**config.mk**
```make
export PLATFORM = sky130hd
export DESIGN_NAME = mem_line_arbiter
export DESIGN_NICKNAME = d
export VERILOG_FILES = /design/src/rtl/mem_line_arbiter.sv
export SDC_FILE = /design/constraint.sdc
export NUM_CORES = 1
export LEC_CHECK = 0
export ABC_AREA = 1
export BUFFER_PORTS_ARGS = -buffer_cell sky130_fd_sc_hd__buf_2
export CAP_MARGIN = 15
export CORE_AREA = 2 2 107 109
export DETAILED_ROUTE_END_ITERATION = 8
export DIE_AREA = 0 0 109 111
export GPL_ROUTABILITY_DRIVEN = 0
export PLACE_DENSITY = 0.66
export REMOVE_ABC_BUFFERS = 1
export SKIP_LAST_GASP = 1
export SYNTH_ARGS = -nofsm -noshare
export SYNTH_HDL_FRONTEND = slang
export SYNTH_SLANG_ARGS = --single-unit
```
**constraint.sdc**
```tcl
create_clock -name clk -period 1.6 [get_ports clk]
set_input_delay 0.4 -clock clk [delete_from_list [all_inputs] [get_ports clk]]
set_output_delay 0.4 -clock clk [all_outputs]
set_load 0.05 [all_outputs]
```
**src/rtl/mem_line_arbiter.sv**
```systemverilog
// mem_line_arbiter
//
// Shares one fixed-latency, non-pipelined main-memory port between the I-side and D-side caches.
// A grant covers one whole line: 2^LINE_ADDR_LEN beats, each an ISSUE cycle followed by MEM_LAT
// WAIT cycles. Ties are broken round-robin. Refill words come back beat by beat on rdata, and a
// one-cycle done pulse lets the stalled pipeline resume.
//
// Ports
//   clk, rst                 clock, asynchronous active-high reset
//   i_req/d_req              line transfer request, held until done
//   i_we/d_we                1 = writeback, 0 = refill (sampled at grant)
//   i_addr/d_addr            byte address of the line (sampled at grant)
//   i_wdata/d_wdata          write word for the current x_beat
//   i_gnt/d_gnt              transaction owner, ISSUE through DONE
//   i_beat/d_beat            current word index, 0 when not granted
//   i_rvalid/d_rvalid        rdata holds the refill word for x_beat
//   i_done/d_done            one-cycle completion pulse
//   rdata                    shared read return, 0 unless an rvalid is high
//   busy                     arbiter not idle
//   mem_en/mem_we/mem_addr/mem_wdata/mem_rdata   memory port
module mem_line_arbiter #(
  parameter int unsigned LINE_ADDR_LEN = 3,
  parameter int unsigned MEM_LAT       = 4
) (
  input  logic                     clk,
  input  logic                     rst,
  input  logic                     i_req,
  input  logic                     d_req,
  input  logic                     i_we,
  input  logic                     d_we,
  input  logic [31:0]              i_addr,
  input  logic [31:0]              d_addr,
  input  logic [31:0]              i_wdata,
  input  logic [31:0]              d_wdata,
  output logic                     i_gnt,
  output logic                     d_gnt,
  output logic [LINE_ADDR_LEN-1:0] i_beat,
  output logic [LINE_ADDR_LEN-1:0] d_beat,
  output logic                     i_rvalid,
  output logic                     d_rvalid,
  output logic                     i_done,
  output logic                     d_done,
  output logic [31:0]              rdata,
  output logic                     busy,
  output logic                     mem_en,
  output logic                     mem_we,
  output logic [31:0]              mem_addr,
  output logic [31:0]              mem_wdata,
  input  logic [31:0]              mem_rdata
);

  localparam int unsigned BaseW = 30 - LINE_ADDR_LEN;
  localparam int unsigned CntW  = (MEM_LAT > 1) ? $clog2(MEM_LAT) : 1;
  localparam logic [LINE_ADDR_LEN-1:0] LastBeat = '1;
  localparam logic [CntW-1:0]          CntLoad  = CntW'(MEM_LAT - 1);

  typedef enum logic [1:0] {StIdle, StIssue, StWait, StDone} state_e;

  state_e                   state_q;
  logic                     own_d_q;   // 1: D side owns the current transaction
  logic                     last_d_q;  // 1: D won the last grant
  logic                     we_q;
  logic [BaseW-1:0]         base_q;
  logic [LINE_ADDR_LEN-1:0] beat_q;
  logic [CntW-1:0]          cnt_q;
  logic                     i_gnt_q, d_gnt_q;
  logic [LINE_ADDR_LEN-1:0] i_beat_q, d_beat_q;

  logic win_d;
  logic in_issue;
  logic rd_hit;

  // Word offset bits are ignored; the line base is all that is latched.
  logic unused_addr_bits;
  assign unused_addr_bits = ^{i_addr[LINE_ADDR_LEN+1:0], d_addr[LINE_ADDR_LEN+1:0]};

  // D wins when alone, or on a tie when I had the previous grant.
  assign win_d = d_req & (~i_req | ~last_d_q);

  always_ff @(posedge clk or posedge rst) begin
    if (rst) begin
      state_q  <= StIdle;
      own_d_q  <= 1'b0;
      last_d_q <= 1'b0;
      we_q     <= 1'b0;
      base_q   <= '0;
      beat_q   <= '0;
      cnt_q    <= '0;
      i_gnt_q  <= 1'b0;
      d_gnt_q  <= 1'b0;
      i_beat_q <= '0;
      d_beat_q <= '0;
    end else begin
      unique case (state_q)
        StIdle: begin
          if (i_req || d_req) begin
            own_d_q  <= win_d;
            last_d_q <= win_d;
            we_q     <= win_d ? d_we : i_we;
            base_q   <= win_d ? d_addr[31:LINE_ADDR_LEN+2] : i_addr[31:LINE_ADDR_LEN+2];
            beat_q   <= '0;
            i_beat_q <= '0;
            d_beat_q <= '0;
            i_gnt_q  <= ~win_d;
            d_gnt_q  <= win_d;
            state_q  <= StIssue;
          end
        end
        StIssue: begin
          cnt_q   <= CntLoad;
          state_q <= StWait;
        end
        StWait: begin
          if (cnt_q == '0) begin
            if (beat_q == LastBeat) begin
              state_q <= StDone;
            end else begin
              beat_q <= beat_q + LINE_ADDR_LEN'(1);
              if (own_d_q) begin
                d_beat_q <= beat_q + LINE_ADDR_LEN'(1);
              end else begin
                i_beat_q <= beat_q + LINE_ADDR_LEN'(1);
              end
              state_q <= StIssue;
            end
          end else begin
            cnt_q <= cnt_q - CntW'(1);
          end
        end
        StDone: begin
          i_gnt_q  <= 1'b0;
          d_gnt_q  <= 1'b0;
          beat_q   <= '0;
          i_beat_q <= '0;
          d_beat_q <= '0;
          state_q  <= StIdle;
        end
        default: state_q <= StIdle;
      endcase
    end
  end

  // Decodes of the state registers; an asynchronous reset clears them at once.
  always_comb begin
    in_issue  = (state_q == StIssue);
    rd_hit    = (state_q == StWait) && (cnt_q == '0) && !we_q;
    i_gnt     = i_gnt_q;
    d_gnt     = d_gnt_q;
    i_beat    = i_beat_q;
    d_beat    = d_beat_q;
    i_rvalid  = rd_hit & ~own_d_q;
    d_rvalid  = rd_hit & own_d_q;
    i_done    = (state_q == StDone) & ~own_d_q;
    d_done    = (state_q == StDone) & own_d_q;
    rdata     = rd_hit ? mem_rdata : '0;
    busy      = (state_q != StIdle);
    mem_en    = in_issue;
    mem_we    = in_issue & we_q;
    mem_addr  = in_issue ? {base_q, beat_q, 2'b00} : '0;
    mem_wdata = (in_issue && we_q) ? (own_d_q ? d_wdata : i_wdata) : '0;
  end

endmodule

```
---- Yosys cells after proc, flatten, opt, wreduce, memory -nomap -nowiden ----
Cells that the tools add are included.
storage, ports and cells
  register bits after elaboration ......... 44
cells by class
  $add $sub $neg .......................... 2
  bitwise logic cells ..................... 10
  reduce and logical (&&, ||, !) cells .... 18
  equal/unequal tests ..................... 10
  multiplexer cells ....................... 28
operator list
  cell                                                  count
  2-to-1 mux 32 bit                                     4
  2-to-1 mux 27 bit                                     1
  2-to-1 mux 3 bit                                      9
  case mux 3 bit (3 select lines)                       3
  != test 2 bit (second input constant)                 6
  AND reduction 5 bit                                   2
  2-to-1 mux 2 bit                                      4
  case mux 2 bit (4 select lines)                       1
  AND reduction 2 bit                                   4
  bitwise AND 1 bit                                     6
  nonzero test 2 bit                                    3
  equality test 2 bit (second input constant)           2
  logical NOT 2 bit                                     2
  case mux 1 bit (2 select lines)                       2
  case mux 2 bit (2 select lines)                       1
  AND reduction 4 bit                                   1
  adder 3 x 1 -> 3 bit (second input constant)          1
  equality test 3 bit (second input constant)           1
  logical AND 1 bit                                     3
  2-to-1 mux 1 bit                                      3
  NOT 1 bit                                             3
  nonzero test 3 bit                                    1
  equality test 2 x 1 -> 1 bit (second input constant)  1
  subtractor 2 x 1 -> 2 bit (second input constant)     1
  3 further kinds                                       3

---- Depth between registers and ports, before layout ----
  depth after elaboration ................. 6
  mapped depth ............................ 8
  gate-level depth less buffers ........... 7

---- Worst setup path before layout ----
No wires, ideal clock.
  path type ............................... register -> output
  from .................................... reg state_q[0]
  to ...................................... out mem_wdata[24]
  data arrival time ....................... 2,106 ps
  data required time ...................... 1,200 ps
  slack ................................... -906 ps
  cell stages (with the launch flop) ...... 7
  path buffers ............................ 0
  cell sequence ........................... dfrtp_1 -> inv_2 -> nor2_4 -> inv_2 -> nor2_4 -> inv_2 -> a21oi_1
on the way
  cells in the longest elaborated chain, start to end .. 3
ends and longest elaborated chain
  element                       RTL line  source
  from (decl)                   59        state_e state_q;
  from (signal assigned)        82        state_q <= StIdle;
  from (signal assigned)        106       state_q <= StIssue;
  from (signal assigned)        111       state_q <= StWait;
  equality test 2 x 1 -> 1 bit  145       in_issue = (state_q == StIssue);
  via mem_en                    45        output logic mem_en,
  logical AND 1 bit             160       mem_wdata = (in_issue && we_q) ? (own_d_q ? d_wdata : i_wdata) : '0;
  2-to-1 mux 32 bit             160
  to (decl)                     48        output logic [31:0] mem_wdata,
The timed path passes the listed nets, and every way through them passes these cells.

---- Worst setup path after layout ----
  from .................................... reg state_q[0]
  to ...................................... out i_rvalid
on the way
  cells in the longest elaborated chain, start to end .. 4
ends and longest elaborated chain
  element                          RTL line  source
  equality test 2 bit              146       rd_hit = (state_q == StWait) && (cnt_q == '0) && !we_q;
  logical AND 1 bit (2 in series)  146
  bitwise AND 1 bit                151       i_rvalid = rd_hit & ~own_d_q;
  to (decl)                        39        output logic i_rvalid,
No other way between the ends.

==> impl_metrics.yaml <==
setup_path:
  cp_slowest_cell: "dfrtp_1"
  critPathTopFamily: "buffers and inverters"
  slowest_delay_ns: 0.39
  cp-end-kind: "output port"
  path_buf_inv: 3
  reg2reg_slack_ns: 0.11
  critPathKind: "reg -> out"
  cp_cell_sequence: "buf_4 > nor2_4 > nand3_4 > buf_12 > nor2_1 > buf_6"
  worst-endpoint-required_ns: 1.20
  start_kind: "register"
  cp.arrival_ns: 1.55
  worst-path-max-fanout: 34
sta:
  clock.fmax_mhz: 513
  fin_crit_sh_pct: 122
  rsz0062_at_grt: "true"
  fin_skew_ns: 0.00503
  finalSetupViolations: 100
  setup_ws_ns: -0.351
  finalCriticalPeriod_ns: 1.95
  hold_viol_final: 0
  slew_viol_final: 0
grt:
  antenna_found_initial: 0
  grt_pass1_vias: 4061
  grt-ovfl-total: 0
  grt_pass1_wl_mm: 19.1
  grt_max_degree: 44
  grt_usage_pct: 19.5
placed_design:
  dp.cells: 904
  port_buffers: 264
  place_hpwl_mm: 8.76
yosys:
  synth_fa_ha_area_share_pct: 1.15
  synthCells: 492
  syn_area_mm2: 0.00327
  synth_top_family_by_area: "simple AND/OR/NAND/NOR gates"
  synth_cell_types: 27
  ys_top_cells_by_count: "nand2_1 (168), inv_1 (71), nor2_1 (71), dfrtp_1 (44), a21oi_2 (30)"
  yosysWarnings: 0
  yosysTopAreaCell: "dfrtp_1"
  muxShareOfSynthArea_pct: 0
  ys_ff_latch: 44
  synth.top_cell.area_share_pct: 33.6
  synth_edf_count: 0
  yosysMostFrequentCell: "nand2_1"
  synth_xor_area_share_pct: 0
  synthArstFlopShare_pct: 100
  ys_top_cells_by_area: "dfrtp_1 (34%), nand2_1 (19%), inv_1 (8.1%)"
  synth-simple-area-share_pct: 40.2
  synth_compound_area_share_pct: 9.44
  avgSynthCellArea_um2: 6.65
  ys_seq_area_share_pct: 33.6
  synth_ff_type: "dfrtp_1"
clocking:
  cts_root_buf: "clkbuf_16"
  clock_path_buffers: 2
  tritoncts: "built"
  clk_latency_ns: 0.28
  h-tree-depth: 2
  clock-sinks: 44
  numCtsBuffers: 5
  clk_pin_slew_ns: 0.06
drt:
  drtAntennaViolNets: 0
  wirelength_mm: 12.8
  vias_per_cell: 4.49
  first_pass_iters: 4
  num_vias: 4146
  drc: 0
  wl_per_cell_um: 13.9
  drtIter0Drc: 150
job:
  maxCapViolCount: 0
floorplanning:
  core_area_mm2: 0.0111
  start_util_pct: 29.5
  die_x_um: 109
  num_rows: 39
  io_pins: 277
  die_h_um: 111
  die_area_mm2: 0.0121
status:
  violations: "setup timing"
  outcome: "finished with violations"
power:
  power_density_mw_per_mm2: 1680
  ir_worst_vdd_v: 0.000908
  p_leak_uw: 0.00334
layout:
  fin_cells: 923
  drive_above_1_share_pct: 57.7
  fin_nets: 948
  final_core_util_pct: 57.1
  antenna_cells: 0
  nFillCells: 1011
  syn2layout_area_growth_pct: 93.3
hold_path:
  hold_path_class: "in -> reg"
[placed cells by master, fill, tap and decap left out]
cell,Yosys,final
a21oi_1,3,1
nand4_1,6,6
o21ai_1,1,1
nand3_4,1,1
nand2_1,168,167
dlygate4sd3_1,0,1
ha_1,3,3
buf_4,4,25
inv_2,6,7
nand2_2,13,12
o21bai_4,0,1
o21ai_4,0,1
dfrtp_1,44,44
buf_8,1,13
buf_12,0,12
a21oi_4,0,11
nor2_4,4,32
inv_1,71,69
nor2_1,71,6
nand3_2,10,10
buf_2,4,163
inv_4,1,2
nand3_1,26,26
conb_1,1,2
a21oi_2,30,21
clkbuf_8,0,1
nor2_2,1,38
nand2_4,0,2
o21ai_0,2,2
clkbuf_1,8,2
clkbuf_16,0,6
buf_6,10,92
[worst register-to-register path: stages, from the launching register on]
cell     delay, ns
dfrtp_1       0.38
ha_1          0.21
ha_1          0.23
o21ai_4       0.24
buf_6         0.14
nand2_2       0.06
nand2_1       0.07
nand2_1       0.05
[layout make-up]
class / instances / area [µm²] / share of cell area (%)
well taps: 143 / 179 / 2.83
clock buffers: 8 / 146 / 2.31
multi-input cells: 343 / 2090 / 33.1
inverters: 78 / 298 / 4.71
repair buffers: 307 / 2510 / 39.7
flip-flops and latches: 44 / 1100 / 17.4
[cell families (layout without fill, tap and decap cells)]
group,count (synthesis),in the layout
compound gates,38,38
fa+ha+maj,3,3
buf+inv,106,393
flops,44,44
other cells,1,2
simple gates,300,300
[per-layer routing]
| layer | wire length [µm] | vias up | part of all wire [%] | global-route usage, % |
|---|---|---|---|---|
| met2 | 6520 | 178 | 51 | 36.3 |
| met3 | 1050 | 29 | 8.2 | 4.70 |
| met5 | 0 | - | 0 | 0 |
| met4 | 332 | 0 | 2.6 | 5.13 |
| li1 | - | 2039 | - | - |
| met1 | 4890 | 1900 | 38 | 21.6 |
[sequential cells by signal, indices dropped and copies added (netlist names)]
register / cells
last_d_q: 1
base_q: 27
d_beat: 3
i_gnt: 1
d_gnt: 1
state_q: 2
we_q: 1
cnt_q: 2
beat_q: 3
i_beat: 3
[metrics by stage]
step                      instance area (µm²)  power [µW]  worst slack [ns]  hold WS, ns  setup TNS [ns]
after floorplan                          3070        5860             -1.39        0.465          -72.50
after global placement                   4930        7830            -0.182        0.259           -5.78
after detailed placement                 4930        7880            -0.207        0.257           -6.01
after CTS                                5940        9960            -0.344        0.314          -29.02
after global routing                     6330       11300            -0.405        0.322          -34.10
final                                    6330       10600            -0.351        0.318          -27.71
[worst paths after layout]
check,endpoint,startpoint,cells after the start
worst max-delay path,i_rvalid,state_q[0],6
worst min-delay path,base_q[3],i_addr[8],3
worst max register to register,beat_q[2],beat_q[0],7
worst min register to register,d_beat[1],d_beat[1],2
max in group asynchronous,i_beat[2],rst,4
min in group asynchronous,base_q[20],rst,3
[where the power goes]
group / total (µW) / internal, µW / switching, µW / leakage, µW
Combinational: 7710 / 2840 / 4870 / 0.00272
Sequential: 1900 / 1620 / 277 / 0.000548
Clock: 1040 / 624 / 418 / 0.0000712
[repair_timing]
| item | in CTS | in global routing |
|---|---|---|
| hold endpoints to repair | 1 | 0 |
| pin swaps | 0 | 2 |
| gates resized for setup | 263 | 79 |
| gates cloned | 0 | 1 |
| endpoints found under the setup margin | 109 | 113 |
| buffers inserted | 7 | 4 |
| hold buffers | 1 | 0 |
Power figures use the tool's default switching activity.
